$ cat src/rtl/dds_tone_detector.sv
// Measures the period of a DDS waveform between hysteresis-qualified rising
// crossings, decodes it to a 2-bit phase-control code and tracks lock.
module dds_tone_detector #(
  parameter int MID    = 128,
  parameter int HYST   = 8,
  parameter int P0     = 256,
  parameter int P1     = 128,
  parameter int P2     = 64,
  parameter int P3     = 32,
  parameter int TOL    = 2,
  parameter int LOCK_N = 2
) (
  input  logic        clk,
  input  logic        rst,
  input  logic [7:0]  sample_in,
  input  logic        sample_valid,
  output logic [15:0] period,
  output logic        period_valid,
  output logic [1:0]  phase_code,
  output logic        locked,
  output logic        overflow,
  output logic        state_dbg
);

  // Handshake: sample_in is consumed on a rising edge where sample_valid=1;
  // there is no ready, so every valid sample is accepted.
  typedef enum logic {SEEK_LOW = 1'b0, SEEK_HIGH = 1'b1} state_t;

  localparam logic [7:0]  LO_TH   = 8'(MID - HYST);
  localparam logic [7:0]  HI_TH   = 8'(MID + HYST);
  localparam logic [15:0] CNT_MAX = 16'hFFFF;

  state_t      state, state_next;
  logic        rise;
  logic        armed;
  logic [15:0] cnt;
  logic [15:0] cnt_inc;
  logic [2:0]  streak, streak_next;
  logic        dec_hit;
  logic [1:0]  dec_code;
  logic        lock_next;

  function automatic logic in_tol(input logic [15:0] p, input int nom);
    int d;
    d = int'({16'd0, p}) - nom;
    return (d <= TOL) && (d >= -TOL);
  endfunction

  assign cnt_inc   = cnt + 16'd1;
  assign state_dbg = state;

  always_ff @(posedge clk or negedge rst) begin
    if (!rst) state <= SEEK_LOW;
    else      state <= state_next;
  end

  always_comb begin
    state_next = state;
    rise       = 1'b0;
    if (sample_valid) begin
      case (state)
        SEEK_LOW:  if (sample_in <= LO_TH) state_next = SEEK_HIGH;
        SEEK_HIGH: if (sample_in >= HI_TH) begin
          state_next = SEEK_LOW;
          rise       = 1'b1;
        end
        default:   state_next = SEEK_LOW;
      endcase
    end
  end

  // The candidate period is cnt+1: the rising sample itself closes the period.
  always_comb begin
    dec_hit  = 1'b1;
    dec_code = 2'd0;
    if      (in_tol(cnt_inc, P0)) dec_code = 2'd0;
    else if (in_tol(cnt_inc, P1)) dec_code = 2'd1;
    else if (in_tol(cnt_inc, P2)) dec_code = 2'd2;
    else if (in_tol(cnt_inc, P3)) dec_code = 2'd3;
    else                          dec_hit  = 1'b0;
  end

  always_comb begin
    streak_next = 3'd0;
    if (dec_hit) begin
      if (dec_code == phase_code) streak_next = (streak == 3'd7) ? streak : streak + 3'd1;
      else                        streak_next = 3'd1;
    end
    lock_next = (int'({29'd0, streak_next}) >= LOCK_N);
  end

  always_ff @(posedge clk or negedge rst) begin
    if (!rst) begin
      armed        <= 1'b0;
      cnt          <= 16'd0;
      streak       <= 3'd0;
      period       <= 16'd0;
      period_valid <= 1'b0;
      phase_code   <= 2'd0;
      locked       <= 1'b0;
      overflow     <= 1'b0;
    end else begin
      period_valid <= 1'b0;
      if (rise) begin
        cnt   <= 16'd0;
        armed <= 1'b1;
        if (armed) begin
          period       <= cnt_inc;
          period_valid <= 1'b1;
          streak       <= streak_next;
          locked       <= lock_next;
          if (dec_hit) phase_code <= dec_code;
        end
      end else if (sample_valid) begin
        if (cnt != CNT_MAX) cnt <= cnt_inc;
        // Armed cnt never rests at CNT_MAX, so cnt_inc cannot wrap here.
        if (armed && cnt_inc == CNT_MAX) begin
          overflow <= 1'b1;
          armed    <= 1'b0;
          locked   <= 1'b0;
          streak   <= 3'd0;
        end
      end
    end
  end

endmodule

$ cat config.mk
export PLATFORM = sky130hd
export DESIGN_NAME = dds_tone_detector
export DESIGN_NICKNAME = d
export VERILOG_FILES = /design/src/rtl/dds_tone_detector.sv
export SDC_FILE = /design/constraint.sdc
export NUM_CORES = 1
export LEC_CHECK = 0
export CELL_PAD_IN_SITES_DETAIL_PLACEMENT = 1
export CELL_PAD_IN_SITES_GLOBAL_PLACEMENT = 2
export CORE_AREA = 2 2 102 94
export DETAILED_ROUTE_END_ITERATION = 12
export DIE_AREA = 0 0 104 96
export DONT_BUFFER_PORTS = 1
export GPL_ROUTABILITY_DRIVEN = 0
export GPL_TIMING_DRIVEN = 0
export PLACE_DENSITY = 0.75
export SETUP_SLACK_MARGIN = 0.05
export SYNTH_ARGS = -nofsm -noshare
export SYNTH_HDL_FRONTEND = slang
export SYNTH_SLANG_ARGS = --single-unit
$ cat constraint.sdc
create_clock -name clk -period 4.3 [get_ports clk]
set_clock_uncertainty 0.2 [all_clocks]
set_input_delay 0.86 -clock clk [delete_from_list [all_inputs] [get_ports clk]]
set_output_delay 0.86 -clock clk [all_outputs]
set_load 0.02 [all_outputs]
==> reports/results.ini, run 1 <==
[status]
outcome = completed

[sta]
tightest_slew_ns = 1.06
slew_viol_final = 0
fin_crit_sh = 0.922
slew_headroom = 0.288
fin_ws_ns = 0.336
final.min_clock_period_ns = 3.96
finalHoldViolations = 0
fin_setup_tns_ns = 0
hold_slack_ns = 0.0351
rsz0062_at_grt = no
fmax_ghz = 0.252
setup_violations = 0

[final_layout]
multi_input_area_um2 = 2300
antenna_cells = 0
fillerInstances = 1070
layout_common_cells = nand2_1 (47), dfrtp_1 (42), o21ai_0 (38)
drive_above_1_share = 0.158
mostFrequentLayoutCell = nand2_1
fin_cells = 533
nets = 431
fin_area_um2 = 3830
area_growth_syn_to_layout_pct = 10.4
fin_util = 0.429
regArea_um2 = 1050

[synth]
synthAdderAreaFrac = 0.0361
synth_ff_type = dfrtp_1
ys_types = 83
synthArstFlopShare = 1.00
synth_compound_area_frac = 0.222
synth_area_per_cell_um2 = 8.65
synthMuxAreaShare = 0.00902
synth_warnings = 0
synth_top_family_by_area = simple AND/OR/NAND/NOR gates
ys_seq_area_frac = 0.303
synth-simple-area-share = 0.289
synthXorXnorAreaFrac = 0.0801
synth_enable_flop_cells = 0
synthCells = 401
synth-seq-cells = 42
syn_nets = 422
synthesis.area_um2 = 3470

[global_route]
grt_remaining_overflow = 0
antenna_found_initial = 0
grt_max_degree = 43
track_usage = 0.230
grt_pass1_vias = 3183
grt_pass1_wl_um = 17800

[route]
route.detailed.drc = 0
routedWlPerCell_um = 21.0
drt-total-wl_um = 11200
via_count = 3158
drt-initial-drc-count = 162
first_pass_iters = 4
ant_nets = 0
viasPerCell = 5.92

[clock_tree]
ctsHoldBuffers = 0
clock-sinks = 42
cts_htree_levels = 2
cts_tree = done
numCtsBuffers = 5
clk_latency_ns = 0.31
cts-root-buf = clkbuf_8
clockBufferDepth = 2
cts.clk_slew.worst_paths_ns = 0.10

[die]
start_util = 0.389
fp-row-count = 33
fp.dieH_um = 96
coreArea_um2 = 8920
dieArea_um2 = 9980
io_pins = 33
fp.dieW_um = 104

[worst_setup_path]
end_kind = flip-flop
startpoint_type = flip-flop
crit_required_ns = 4.29
cpPeakStageDelay_ns = 0.49
crit_chain = ha_4, nand3_4, nor2_4, xnor2_4, ha_4, nor2b_1, o31ai_1, o31ai_4, nand3_1, xnor2_1, and4_1, or3_1, o2111ai_2, nand3_1, a22o_1
worstSetupPathType = reg2reg
worst-path-max-fanout = 8
worstPathArrival_ns = 3.96
slowest_stage = dfrtp_1
rr_worst_depth = 15

[power_and_ir_drop]
report.power.total_mw = 1.07
vdd_ir_drop_max_uv = 146
cellLeakagePower_nw = 1.50
power_density_nw_per_um2 = 281

[min_path]
hold_path.class = in2async

[placed_design]
dpl_worst_slack_ns = -0.279
dp_cells = 523
detailed_place.area_um2 = 3620
io_buffer_count = 0
dpl.hpwl_um = 8550

[run]
max_cap_violations = 0

==> power by group <==
part           leakage, nW  total [mW]  switching, mW  internal, mW
combinational        0.895       0.247          0.158        0.0887
sequential           0.558       0.540         0.0938         0.446
clock               0.0472       0.288          0.158         0.130
total                 1.50        1.07          0.410         0.665
==> area by class of cell <==
type                            count  area share
Buffer                             27      0.0382
Timing Repair Buffer                3     0.00588
Sequential cell                    42       0.274
Clock inverter                      2     0.00327
Multi-Input combinational cell    315       0.601
Inverter                           16      0.0157
Clock buffer                        6      0.0216
Tap cell                          122      0.0399
==> logic make-up (layout without fill, tap and decap cells) <==
| family | count (synthesis) | after routing |
|---|---|---|
| AND/OR/NAND/NOR | 167 | 167 |
| AO/OA/AOI/OAI | 105 | 105 |
| buffers and inverters | 44 | 54 |
| flip-flops | 42 | 42 |
| XOR/XNOR | 30 | 30 |
| adder cells (fa/ha/maj) | 10 | 10 |
| multiplexers | 3 | 3 |
==> flip-flops by register name (all words and copies together), names as in the netlist <==
register      cells
cnt              16
armed             1
phase_code        2
state_dbg         1
locked            1
streak            3
period_valid      1
overflow          1
period           16
==> repair_timing <==
action                                  4_1_cts  5_1_grt
endpoints found under the setup margin        6        4
pin swaps                                     0        2
resized for setup                             4        9
hold endpoints to repair                      0        0
setup buffers                                 0        3
==> worst paths after layout <==
kind / startpoint / endpoint / slack [ns]
worst max-delay path: cnt[0] / streak[0] / 0.34
worst min-delay path: rst / cnt[6] / 0.04
worst max register to register: cnt[0] / streak[0] / 0.34
worst min register to register: streak[1] / streak[1] / 0.33
max in group asynchronous: rst / cnt[11] / 3.77
min in group clk: streak[1] / streak[1] / 0.33
==> cell usage after synthesis, drive strengths merged, types with 3 or more instances <==
cell type,number,area (um2)
clkbuf,13,48.8
o21ai,41,209
or2,5,31.3
and2,3,21.3
buf,15,101
a32oi,4,35.0
o211ai,4,30.0
nor3b,3,22.5
ha,10,125
xnor2,23,216
nand4,12,96.3
nand2b,5,31.3
a41oi,3,45.1
nor4,13,109
and4,4,36.3
nor2b,3,26.3
nand2,49,194
nor4b,3,32.5
a21oi,8,40.0
or4,4,33.8
nor2,20,77.6
xor2,7,61.3
a31oi,4,25.0
nand3,16,115
nor3,18,100
dfrtp,42,1050
o31ai,14,110
inv,16,60.1
==> metal layers <==
layer	up-vias	GRT usage	share of wire
li1	1505	-	-
met2	79	0.378	0.46
met5	-	0	0
met1	1566	0.319	0.49
met4	0	0.0518	0.012
met3	8	0.0386	0.042
==> worst max-delay path: cells and delay by family, from the launching register on <==
family | cells | cell delay, ns
adder cells (fa/ha/maj) | 2 | 0.51
XOR/XNOR | 2 | 0.44
AND/OR/NAND/NOR | 7 | 1.51
AO/OA/AOI/OAI | 4 | 0.68
flip-flops | 1 | 0.49
Note: power is estimated with default switching activity, not from simulation.
==> run 2, diff against run 1 <==
- BUFFER_PORTS_ARGS: default -> -buffer_cell sky130_fd_sc_hd__buf_2
- CORE_AREA: 2 2 102 94 -> 2 2 117 108
- DIE_AREA: 0 0 104 96 -> 0 0 119 110
- DONT_BUFFER_PORTS: 1 -> default
- PLACE_DENSITY: 0.75 -> 0.62
==> run 2 against run 1 <==
Against the previous run: power rose by 18%; critical path depth unchanged; critical endpoint unchanged; largest cell class unchanged; flip-flop and latch count unchanged.
==> reports/results.ini, run 2 (synthesis results as in run 1) <==
[status]
outcome = completed

[die]
dieArea_um2 = 13100
io_pins = 33
fp.dieW_um = 119
start_util = 0.293
coreArea_um2 = 11800
fp.dieH_um = 110
fp-row-count = 38

[min_path]
min_delay_worst_endpoint = period[10]
hold_start = period[10]
hold_path.class = reg2reg
min_delay_path_depth = 2

[clock_tree]
cts_tree = done
clk_latency_ns = 0.30
numCtsBuffers = 5
cts-root-buf = clkbuf_16
clock-sinks = 42
ctsHoldBuffers = 0
cts_htree_levels = 2
cts.clk_slew.worst_paths_ns = 0.06
clockBufferDepth = 2

[global_route]
track_usage = 0.190
grt_max_degree = 43
grt_remaining_overflow = 0
grt_pass1_vias = 3192
antenna_found_initial = 0
grt_pass1_wl_um = 18800

[worst_setup_path]
worstPathArrival_ns = 3.95
r2r_start = cnt[1]
rr_worst_depth = 15
startpoint_type = flip-flop
worstSetupPathType = reg2reg
timing.rr.end = streak[0]
crit_required_ns = 4.29
worst-path-max-fanout = 9
slowest_stage = dfrtp_1
rrSetupSlack_ns = 0.34
crit_chain = clkbuf_4, nand4_4, nor3_4, xnor2_4, ha_1, nor2b_1, nand4_1, o211ai_1, xnor2_1, and4b_1, a32oi_2, nand3b_1, o2111ai_2, nand3_1, a22o_1
cpPeakStageDelay_ns = 0.40
end_kind = flip-flop

[run]
max_cap_violations = 0

[final_layout]
drive_above_1_share = 0.224
area_growth_syn_to_layout_pct = 18.9
mostFrequentLayoutCell = nand2_1
nets = 466
reg_top3 = cnt: 16 flops, period: 16 flops, streak: 3 flops
fin_area_um2 = 4120
layout_common_cells = nand2_1 (47), dfrtp_1 (41), o21ai_0 (38)
antenna_cells = 0

[placed_design]
detailed_place.area_um2 = 3830
dpl.hpwl_um = 8890
dpl_worst_slack_ns = -0.337
io_buffer_count = 32

[route]
ant_nets = 0
drt-total-wl_um = 11800
via_count = 3248
routedWlPerCell_um = 19.4
drt-initial-drc-count = 188
first_pass_iters = 4
viasPerCell = 5.36
route.detailed.drc = 0

[power_and_ir_drop]
vdd_ir_drop_max_uv = 137
power_density_nw_per_um2 = 308
cellLeakagePower_nw = 1.70

[sta]
fin_ws_ns = 0.340
final.min_clock_period_ns = 3.96
slew_headroom = 0.311
fin_setup_tns_ns = 0
fin_crit_sh = 0.921
fmax_ghz = 0.253
slew_viol_final = 0
tightest_slew_ns = 1.03
finalHoldViolations = 0
rsz0062_at_grt = no
setup_violations = 0

==> run 2: changes by cell type in the layout (fill, tap and decap cells not counted) <==
cell	delta
ha_2	-1
dfrtp_2	+1
buf_4	+3
nor4b_2	+1
clkinv_2	-1
clkinvlp_4	-1
clkbuf_16	+5
ha_1	+1
dfrtp_1	-1
clkbuf_8	-3
clkbuf_4	+1
buf_2	+31
nor4b_4	-1
==> run 2: worst max-delay path, delay by kind of cell, from the launching register on <==
kind / cells / cell delay (ns)
simple gates: 7 / 1.27
buf+inv: 1 / 0.23
fa+ha+maj: 1 / 0.39
flops: 1 / 0.40
xor+xnor: 2 / 0.34
compound gates: 4 / 1.01
==> run 2: how the worst max path moves through the flow <==
stage	start	to	slack [ns]	cells past startpoint
floorplan	cnt[0]	streak[0]	0.51	15
detailed placement	cnt[0]	streak[0]	-0.34	15
global route	cnt[1]	locked	0.08	15
global placement	cnt[0]	streak[0]	-0.28	15
finish	cnt[1]	streak[0]	0.34	15
CTS	cnt[0]	locked	0.08	14
==> run 2: per-stage QoR <==
step | power, mW | hold slack [ns] | utilization | instances
finish | 1.27 | 0.273 | 0.348 | 606
global route | 1.35 | 0.303 | 0.348 | 606
CTS | 1.28 | 0.280 | 0.339 | 600
global placement | 0.838 | 0.256 | 0.324 | 593
floorplan | 0.720 | 0.281 | - | 401
detailed placement | 0.845 | 0.266 | 0.324 | 593
==> run 2: metal layers <==
metal  GRT usage  wire length (um)  vias up
li1            -                 -     1569
met1       0.277              6100     1614
met2       0.292              5200       57
met3      0.0262               353        8
met4      0.0553               127        0
met5           0                 0        -
==> run 2: final cells by class <==
type	count	area, um2
sequential	42	1050
fill	1397	7710
buffer	27	149
inverter	16	60.1
clock buffer	8	166
tap	160	200
timing repair buffer	38	205
multi-input combinational	315	2290
==> run 2: where the power goes <==
group / internal (mW) / leakage, nW / switching, mW
clock network: 0.263 / 0.0832 / 0.168
logic: 0.121 / 1.06 / 0.236
registers: 0.448 / 0.556 / 0.0355
==> run 2: timing repair <==
item                       CTS  global route
resized for setup            4             9
buffers inserted             0             6
setup endpoints to repair    6             5
pin swaps                    0             2
